## src/rtl/alfa_sequenciador_if.sv

```systemverilog
// alfa_sequenciador bus: memory write port, play control, xylophone keys.
// master = host/bench side, slave = sequencer side.
interface alfa_sequenciador_if;
  logic       escreve;
  logic [3:0] endereco;
  logic       dado_tom;
  logic [2:0] dado_notas;
  logic [3:0] dado_dur;
  logic [4:0] tamanho;
  logic       repete;
  logic       inicia;
  logic       para;
  logic       Tom;
  logic [2:0] Notas;
  logic       valida;
  logic       tocando;
  logic [3:0] indice;
  logic       fim;

  modport master (
    output escreve, endereco, dado_tom,
    output dado_notas, dado_dur,
    output tamanho, repete, inicia, para,
    input  Tom, Notas, valida,
    input  tocando, indice, fim
  );

  modport slave (
    input  escreve, endereco, dado_tom,
    input  dado_notas, dado_dur,
    input  tamanho, repete, inicia, para,
    output Tom, Notas, valida,
    output tocando, indice, fim
  );
endinterface

```

## src/rtl/alfa_sequenciador.sv

```systemverilog
// Melody sequencer: plays up to 16 {tom,notas,dur} entries on Tom/Notas.
// Ports: clock, reset_n (async low), bus (write port, control, key outputs).
module alfa_sequenciador #(
  parameter int PRESCALE = 4
) (
  input  logic clock,
  input  logic reset_n,
  alfa_sequenciador_if.slave bus
);
  localparam int CW = 4 + $clog2(PRESCALE);

  typedef enum logic [1:0] {
    OCIOSO,
    TOCA,
    INTERVALO
  } estado_t;

  estado_t est, est_n;

  logic [7:0]    mem [16];
  logic          tom_q, tom_n;
  logic [2:0]    notas_q, notas_n;
  logic          valida_q, valida_n;
  logic [3:0]    idx_q, idx_n;
  logic [CW-1:0] cnt_q, cnt_n;
  logic          fim_q, fim_n;
  logic [4:0]    len_q, len_n;
  logic          rep_q, rep_n;
  logic [3:0]    rd_idx;
  logic          carrega;
  logic [7:0]    ent;
  logic [CW-1:0] carga;
  logic          ultimo;

  always_ff @(posedge clock) begin
    if (bus.escreve)
      mem[bus.endereco] <= {bus.dado_tom,
                            bus.dado_notas,
                            bus.dado_dur};
  end

  // Entry fetched the cycle its playback starts,
  // so earlier writes to it are honoured.
  assign ent   = mem[rd_idx];
  assign carga = CW'((32'(ent[3:0]) + 32'd1)
                 * 32'(PRESCALE) - 32'd1);
  assign ultimo = ({1'b0, idx_q} == len_q - 5'd1);

  always_ff @(posedge clock or negedge reset_n) begin
    if (!reset_n) begin
      est      <= OCIOSO;
      tom_q    <= 1'b0;
      notas_q  <= 3'd0;
      valida_q <= 1'b0;
      idx_q    <= 4'd0;
      cnt_q    <= '0;
      fim_q    <= 1'b0;
      len_q    <= 5'd0;
      rep_q    <= 1'b0;
    end else begin
      est      <= est_n;
      tom_q    <= tom_n;
      notas_q  <= notas_n;
      valida_q <= valida_n;
      idx_q    <= idx_n;
      cnt_q    <= cnt_n;
      fim_q    <= fim_n;
      len_q    <= len_n;
      rep_q    <= rep_n;
    end
  end

  always_comb begin
    est_n    = est;
    tom_n    = tom_q;
    notas_n  = notas_q;
    valida_n = valida_q;
    idx_n    = idx_q;
    cnt_n    = cnt_q;
    fim_n    = 1'b0;
    len_n    = len_q;
    rep_n    = rep_q;
    rd_idx   = 4'd0;
    carrega  = 1'b0;

    if (bus.para) begin
      est_n    = OCIOSO;
      tom_n    = 1'b0;
      notas_n  = 3'd0;
      valida_n = 1'b0;
      idx_n    = 4'd0;
      cnt_n    = '0;
    end else begin
      unique case (est)
        OCIOSO: begin
          if (bus.inicia && bus.tamanho != 5'd0) begin
            est_n   = TOCA;
            idx_n   = 4'd0;
            carrega = 1'b1;
            len_n   = (bus.tamanho > 5'd16) ? 5'd16
                                            : bus.tamanho;
            rep_n   = bus.repete;
          end
        end
        TOCA: begin
          if (cnt_q == '0) begin
            est_n    = INTERVALO;
            tom_n    = 1'b0;
            notas_n  = 3'd0;
            valida_n = 1'b0;
          end else begin
            cnt_n = cnt_q - 1'b1;
          end
        end
        INTERVALO: begin
          if (!ultimo) begin
            est_n   = TOCA;
            rd_idx  = idx_q + 4'd1;
            idx_n   = rd_idx;
            carrega = 1'b1;
          end else if (rep_q) begin
            est_n   = TOCA;
            idx_n   = 4'd0;
            carrega = 1'b1;
          end else begin
            est_n = OCIOSO;
            idx_n = 4'd0;
            fim_n = 1'b1;
          end
        end
        default: est_n = OCIOSO;
      endcase
    end

    if (carrega) begin
      tom_n    = ent[7];
      notas_n  = ent[6:4];
      valida_n = 1'b1;
      cnt_n    = carga;
    end
  end

  assign bus.Tom     = tom_q;
  assign bus.Notas   = notas_q;
  assign bus.valida  = valida_q;
  assign bus.tocando = (est != OCIOSO);
  assign bus.indice  = idx_q;
  assign bus.fim     = fim_q;
endmodule

```

## src/flat_wrapper.sv

```systemverilog
// flat-port wrapper written by rule: the top's interface ports become plain ports
module alfa_sequenciador_flat 
#(
  parameter int PRESCALE = 4
)
  (clock, reset_n, bus_escreve, bus_endereco, bus_dado_tom, bus_dado_notas, bus_dado_dur, bus_tamanho, bus_repete, bus_inicia, bus_para, bus_Tom, bus_Notas, bus_valida, bus_tocando, bus_indice, bus_fim);
  alfa_sequenciador_if bus_i ();
  input  logic clock;
  input  logic reset_n;
  input wire logic [$bits(bus_i.escreve)-1:0] bus_escreve;
  input wire logic [$bits(bus_i.endereco)-1:0] bus_endereco;
  input wire logic [$bits(bus_i.dado_tom)-1:0] bus_dado_tom;
  input wire logic [$bits(bus_i.dado_notas)-1:0] bus_dado_notas;
  input wire logic [$bits(bus_i.dado_dur)-1:0] bus_dado_dur;
  input wire logic [$bits(bus_i.tamanho)-1:0] bus_tamanho;
  input wire logic [$bits(bus_i.repete)-1:0] bus_repete;
  input wire logic [$bits(bus_i.inicia)-1:0] bus_inicia;
  input wire logic [$bits(bus_i.para)-1:0] bus_para;
  output wire logic [$bits(bus_i.Tom)-1:0] bus_Tom;
  output wire logic [$bits(bus_i.Notas)-1:0] bus_Notas;
  output wire logic [$bits(bus_i.valida)-1:0] bus_valida;
  output wire logic [$bits(bus_i.tocando)-1:0] bus_tocando;
  output wire logic [$bits(bus_i.indice)-1:0] bus_indice;
  output wire logic [$bits(bus_i.fim)-1:0] bus_fim;
  assign bus_i.escreve = bus_escreve;
  assign bus_i.endereco = bus_endereco;
  assign bus_i.dado_tom = bus_dado_tom;
  assign bus_i.dado_notas = bus_dado_notas;
  assign bus_i.dado_dur = bus_dado_dur;
  assign bus_i.tamanho = bus_tamanho;
  assign bus_i.repete = bus_repete;
  assign bus_i.inicia = bus_inicia;
  assign bus_i.para = bus_para;
  assign bus_Tom = bus_i.Tom;
  assign bus_Notas = bus_i.Notas;
  assign bus_valida = bus_i.valida;
  assign bus_tocando = bus_i.tocando;
  assign bus_indice = bus_i.indice;
  assign bus_fim = bus_i.fim;
  alfa_sequenciador #(.PRESCALE(PRESCALE)) u_core (.clock(clock), .reset_n(reset_n), .bus(bus_i));
endmodule
```

## config.mk

```make
export PLATFORM = sky130hd
export DESIGN_NAME = alfa_sequenciador_flat
export DESIGN_NICKNAME = d
export VERILOG_FILES = /design/src/rtl/alfa_sequenciador_if.sv /design/src/rtl/alfa_sequenciador.sv /design/src/flat_wrapper.sv
export SDC_FILE = /design/constraint.sdc
export NUM_CORES = 1
export LEC_CHECK = 0
export CELL_PAD_IN_SITES_DETAIL_PLACEMENT = 1
export CELL_PAD_IN_SITES_GLOBAL_PLACEMENT = 1
export CORE_UTILIZATION = 46
export CTS_BUF_LIST = sky130_fd_sc_hd__clkbuf_8 sky130_fd_sc_hd__clkbuf_16
export DETAILED_ROUTE_END_ITERATION = 12
export HOLD_SLACK_MARGIN = 0.1
export PLACE_DENSITY_LB_ADDON = 0.25
export SLEW_MARGIN = 10
export SYNTH_ARGS = -nofsm -noshare
export SYNTH_HDL_FRONTEND = slang
export SYNTH_SLANG_ARGS = --single-unit
```

## constraint.sdc

```tcl
create_clock -name clock -period 3.3 [get_ports clock]
set_input_delay 0.495 -clock clock [delete_from_list [all_inputs] [get_ports clock]]
set_output_delay 0.495 -clock clock [all_outputs]
set_load 0.005 [all_outputs]
```

# [Word level (Yosys, flattened, before mapping)]
# Memory sizes are Yosys's and may differ from the RTL's.
# Index checks and enable logic that the tools add are counted.
[totals] out_inout_bits=11 input_bits=23 mem_count=1 wordCells=73 register_bits=24 mem_bits_rw=128
[op_classes] add_sub_neg=5 muxes=37 order_cmp=1 reduce_logical=13 bitwise_logic=1 n_eq_ne=6
[memory_table] memory="u_core.mem" words=16 width=8 rd=1 rd_ports_with_merged_regs=0 write_ports=1 line="alfa_sequenciador.sv:20" text="logic [7:0] mem [16];"
[ops] op="$mux 6" n=4
[ops] op="$mux 4" n=5
[ops] op="$mux 1" n=16
[ops] op="$mux 3" n=4
[ops] op="$sub 6x1->6 const B" n=2
[ops] op="$ne 3x2->1 const B" n=3
[ops] op="$reduce_bool 3->1" n=3
[ops] op="$add 4x1->4 const B" n=2
[ops] op="$mux 2" n=4
[ops] op="$pmux 4 s2" n=1
[ops] op="$reduce_and 2->1" n=4
[ops] op="$logic_not 6->1" n=1
[ops] op="$pmux 2 s3" n=1
[ops] op="$eq 4x5->1" n=1
[ops] op="$gt 5x5->1 const B" n=1
[ops] op="$mux 5" n=1
[ops] op="$reduce_bool 5->1" n=1
[ops] op="$sub 5x1->5 const B" n=1
[ops] op="$reduce_and 3->1" n=1
[ops] op="$eq 2x1->1 const B" n=1
[ops] op="$eq 2x2->1 const B" n=1
[ops] op="$logic_not 2->1" n=1
[ops] op="$pmux 1 s2" n=1
[ops] op="$reduce_bool 2->1" n=1
[ops] op="other kinds (2)" n=2

# [Depth between registers and ports, before layout]
# Gate-level depths: netlist of run 1.
# An unclocked memory read counts as a cell.
[depth] depth_word=9 mapped_depth=13 ltp_nobuf=13

# [Worst setup path before layout of run 1]
# Ideal clock, no wire load.
[synth_path] path_type="flip-flop to flip-flop" from="register u_core.idx_q[0], in the netlist u_core.bus.indice[0]" to="register u_core.cnt_q[5]" stages_incl_launch_ff=12 path_slack_ps=162 arrival_ps=3020 setup_ps=118 n_path_buf=2 synth_period_minus_slack_ps=3138 path_cell_list="dfrtp_1 -> ha_1 -> buf_4 -> buf_2 -> mux4_2 -> a221oi_1 -> a32oi_2 -> ha_1 -> and4b_1 -> o31ai_2 -> xor2_1 -> a21o_1"
[synth_between] elab_chain_len=8
[synth_lines] element="start: declaration" line="alfa_sequenciador.sv:24" text="logic [3:0] idx_q, idx_n;"
[synth_lines] element="start signal: assignment" line="alfa_sequenciador.sv:65" text="idx_q <= idx_n;"
[synth_lines] element="$add 4x1->4 / $eq 4x5->1 (equally long branches)" line="alfa_sequenciador.sv:118, alfa_sequenciador.sv:47"
[synth_lines] element="$mux 4" line="alfa_sequenciador.sv:116" text="if (!ultimo) begin"
[synth_lines] element="$mux 4" line="alfa_sequenciador.sv:94" text="unique case (est)"
[synth_lines] element="$mux 4" line="alfa_sequenciador.sv:86" text="if (bus.para) begin"
[synth_lines] element="$mem_v2 16x8"
[synth_lines] element="$add 4x1->4" line="alfa_sequenciador.sv:45" text="assign carga = CW'((32'(ent[3:0]) + 32'd1)"
[synth_lines] element="$sub 6x1->6" line="alfa_sequenciador.sv:46" text="* 32'(PRESCALE) - 32'd1);"
[synth_lines] element="$mux 6" line="alfa_sequenciador.sv:135" text="if (carrega) begin"
[synth_lines] element="end signal: assignment" line="alfa_sequenciador.sv:66" text="cnt_q <= cnt_n;"
[synth_lines] element="end: declaration" line="alfa_sequenciador.sv:25" text="logic [CW-1:0] cnt_q, cnt_n;"
# Parallel ways exist; a longest one is shown, timed or not.
# A chain may end at the register's enable or synchronous reset.

# [Worst setup path in the final report of run 1]
[layout_path] from="register u_core.len_q[0]" to="register u_core.cnt_q[5]"
[layout_between] elab_chain_len=9
[layout_lines] element="start: declaration" line="alfa_sequenciador.sv:27" text="logic [4:0] len_q, len_n;"
[layout_lines] element="start signal: assignment" line="alfa_sequenciador.sv:68" text="len_q <= len_n;"
[layout_lines] element="$sub 5x1->5 (*)" line="alfa_sequenciador.sv:47" text="assign ultimo = ({1'b0, idx_q} == len_q - 5'd1);"
[layout_lines] element="$eq 4x5->1 (*)" line="alfa_sequenciador.sv:47"
[layout_lines] element="$mux 4" line="alfa_sequenciador.sv:116"
[layout_lines] element="$mux 4" line="alfa_sequenciador.sv:94"
[layout_lines] element="$mux 4" line="alfa_sequenciador.sv:86"
[layout_lines] element="$mem_v2 16x8"
[layout_lines] element="$add 4x1->4" line="alfa_sequenciador.sv:45"
[layout_lines] element="$sub 6x1->6" line="alfa_sequenciador.sv:46"
[layout_lines] element="$mux 6" line="alfa_sequenciador.sv:135"
# Mark *: on every way between the ends. The rest lies on a longest branch, timed or not.

==> out/results.tsv, run 1 <==
metric	value	unit
grt_pass1_vias	4342	
cts_tree	yes	
hpwl	10600	µm
synth_compound_area_share	8.51	%
crit_type	register to register	
first_iter_violations	264	
first_pass_iters	4	
port_buffers	33	
clock-sinks	152	
coreArea	14000	µm²
post-place-ws	-0.0345	ns
synth.area.mux_share	9.73	%
status	finished, final reports clean	
fin_nets	550	
worst_slew_pin_slew	1.06	ns
power-per-cell-area	581	nW/µm²
startpoint_type	register	
synth_simple_gate_area_share	9.41	%
synth_top_family_by_area	multiplexers	
finalCriticalPeriod	3.10	ns
antenna_found_initial	0	
crit_path_max_fanout	5	
end_kind	register	
maxCapViolCount	0	
initial_core_util	47.6	%
max_freq	322	MHz
synthAdderAreaFrac	0.939	%
grt_max_degree	25	
clkLatencyLatePin	0.43	ns
synth.net_count	475	
hold_viol	0	
syn_area_per_cell	14.9	µm²
h-tree-depth	4	
synthFlopType	edfxtp_1	
synth_seq_area_share	66.7	%
synth_xor_area_share	2.48	%
final_core_util	57.3	%
die_h	122	µm
layout-drive-gt1-share	20.4	%
p_leak	2.76	nW
fin_skew	0.00570	ns
synth_seq_cells	152	
rows	43	
via_per_inst	5.71	
slew_headroom	29.2	%
grt_use_total	23.1	%
synth_area	6660	µm²
finalSetupViolCount	0	
cts.path.max_buffers	2	
async_flop_share	15.8	%
arrival	3.43	ns
num_vias	4085	
synth-edff-count	128	
fin_crit_sh	94.1	%
cts-root-buf	clkbuf_16	
areaGrowthSynthToFinish	20.3	%
vdd_drop_max	0.436	mV
finalWorstSetupSlack	0.196	ns
synth_cell_types	62	
synthesis.instances	447	
drc	0	
cts.clk_slew.worst_paths	0.06	ns
final_antenna_net_count	0	
diodes	0	
cts_made_buffers	17	
die_w	122	µm
hp-class	register to register	
grt_pass1_wl	24600	µm
gr-total-overflow	0	
slew_violations	0	
finalPower	4.65	mW
hold_buffers	0	
wl_per_cell	22.2	µm
drt-total-wl	15900	µm
ioPinCount	34	
gp_routability_congestion	0.821	
worstPathRequired	3.62	ns
yosysWarnings	0	
fp.dieArea	15000	µm²
[critical path, stage by stage, from the launching register on]
cell and delay, ns:
dfrtp_1 0.43, inv_1 0.08, ha_1 0.22, nand2_1 0.08, nor4b_2 0.35, o311a_4 0.30, nor3_1 0.08, a221oi_1 0.31
a32oi_2 0.10, ha_1 0.33, and4b_1 0.21, o31ai_2 0.23, xor2_1 0.09, a21o_1 0.19
[area by class of cell]
| cell class | count | area, µm² |
|---|---|---|
| well taps | 180 | 225 |
| inverters | 8 | 30.0 |
| clock inverters | 15 | 141 |
| fillers | 1360 | 5980 |
| multi-input cells | 269 | 2080 |
| repair buffers | 74 | 663 |
| clock buffers | 17 | 425 |
| flip-flops and latches | 152 | 4450 |
[worst paths after layout]
kind                       slack (ns)  cells after the start                               end                        start
hold reg to reg                  0.48                      1          u_core.bus.fim$_DFF_PN0_     u_core.rep_q$_DFFE_PN0P_
max in group asynchronous        1.95                      1  u_core.bus.indice[0]$_DFFE_PN0P_                      reset_n
min in group asynchronous        0.64                      1  u_core.bus.indice[1]$_DFFE_PN0P_                      reset_n
hold / removal                   0.48                      1          u_core.bus.fim$_DFF_PN0_     u_core.rep_q$_DFFE_PN0P_
setup / recovery                 0.20                     13       u_core.cnt_q[5]$_DFFE_PN0P_  u_core.len_q[0]$_DFFE_PN0P_
setup reg to reg                 0.20                     13       u_core.cnt_q[5]$_DFFE_PN0P_  u_core.len_q[0]$_DFFE_PN0P_
[what timing repair did]
action	CTS	global route
buffers inserted	0	1
setup endpoints to repair	0	1
gates resized for setup	0	3
endpoints found under the hold margin	0	0
[per-stage QoR]
step                area (µm²)  hold slack (ns)  std cells  TNS (ns)
floorplan                 6660            0.199        447         0
global placement          7430            0.462        682         0
detailed placement        7430            0.467        682   -0.0345
CTS                       7990            0.483        714         0
global route              8010            0.506        715   -0.0215
finish                    8010            0.483        715         0
[report_power, final]
part	internal [mW]	switching (mW)	total (mW)
sequential	2.18	0.0732	2.25
combinational	0.238	0.285	0.524
clock	1.05	0.819	1.87
[flip-flops by register name, summed over array words and instances (netlist names)]
name and flops:
u_core.est 2, u_core.bus.valida 1, u_core.len_q 5, u_core.rep_q 1, u_core.bus.Tom 1, u_core.mem 128
u_core.bus.fim 1, u_core.cnt_q 6, u_core.bus.indice 4, u_core.bus.Notas 3
[synthesized netlist by cell type (4+ instances only)]
library cell / number / area share [%]
nand2_1: 29 / 1.6
nor2_1: 31 / 1.7
nand3_1: 7 / 0.53
nand3b_1: 4 / 0.45
mux2i_1: 31 / 4.7
dfrtp_1: 24 / 9.0
ha_1: 5 / 0.94
nor3_1: 15 / 1.1
inv_1: 8 / 0.45
buf_6: 4 / 0.68
a221oi_1: 5 / 0.66
edfxtp_1: 128 / 58
xnor2_1: 7 / 0.92
buf_2: 5 / 0.38
mux2_2: 6 / 1.0
a22o_1: 4 / 0.53
mux4_2: 5 / 1.7
nand2b_1: 9 / 0.85
a21o_1: 5 / 0.56
mux2_1: 8 / 1.4
o21ai_0: 8 / 0.60
clkbuf_1: 6 / 0.34
a211oi_1: 5 / 0.56
a21oi_1: 22 / 1.7
xor2_1: 5 / 0.66
[layer usage]
layer / share of wire (%) / vias to the layer above / global-route usage [%]
li1: - / 1876 / -
met2: 49 / 111 / 37.7
met3: 4.7 / 34 / 4.55
met4: 2.8 / 0 / 11.1
met1: 43 / 2064 / 29.6
met5: 0 / - / 0
[layout by cell type, fill, tap and decap left out, types with 15 or more instances in the layout]
cell type	synthesis	routed
a21oi_1	22	22
buf_4	3	39
clkbuf_16	0	17
clkdlybuf4s50_1	0	33
dfrtp_1	24	23
edfxtp_1	128	128
mux2i_1	31	30
nand2_1	29	29
nor2_1	31	31
nor3_1	15	15
[cells by family after synthesis]
group	Yosys count
AOI/OAI and AO/OA	77
xor gates and xnor gates	15
adders and majority gates	5
buffers and inverters	26
DFF	152
muxes	53
and+or+nand+nor	119
No activity file was read; power rests on OpenSTA's default activity.
==> run 2, diff against run 1 <==
--- a/config.mk
+++ b/config.mk
@@ -16,3 +16,4 @@
 export SYNTH_ARGS = -nofsm -noshare
 export SYNTH_HDL_FRONTEND = slang
 export SYNTH_SLANG_ARGS = --single-unit
+export TNS_END_PERCENT = 30
==> results of run 2 <==
Same layout as run 1: the final DEF is identical, and so are final timing and power.
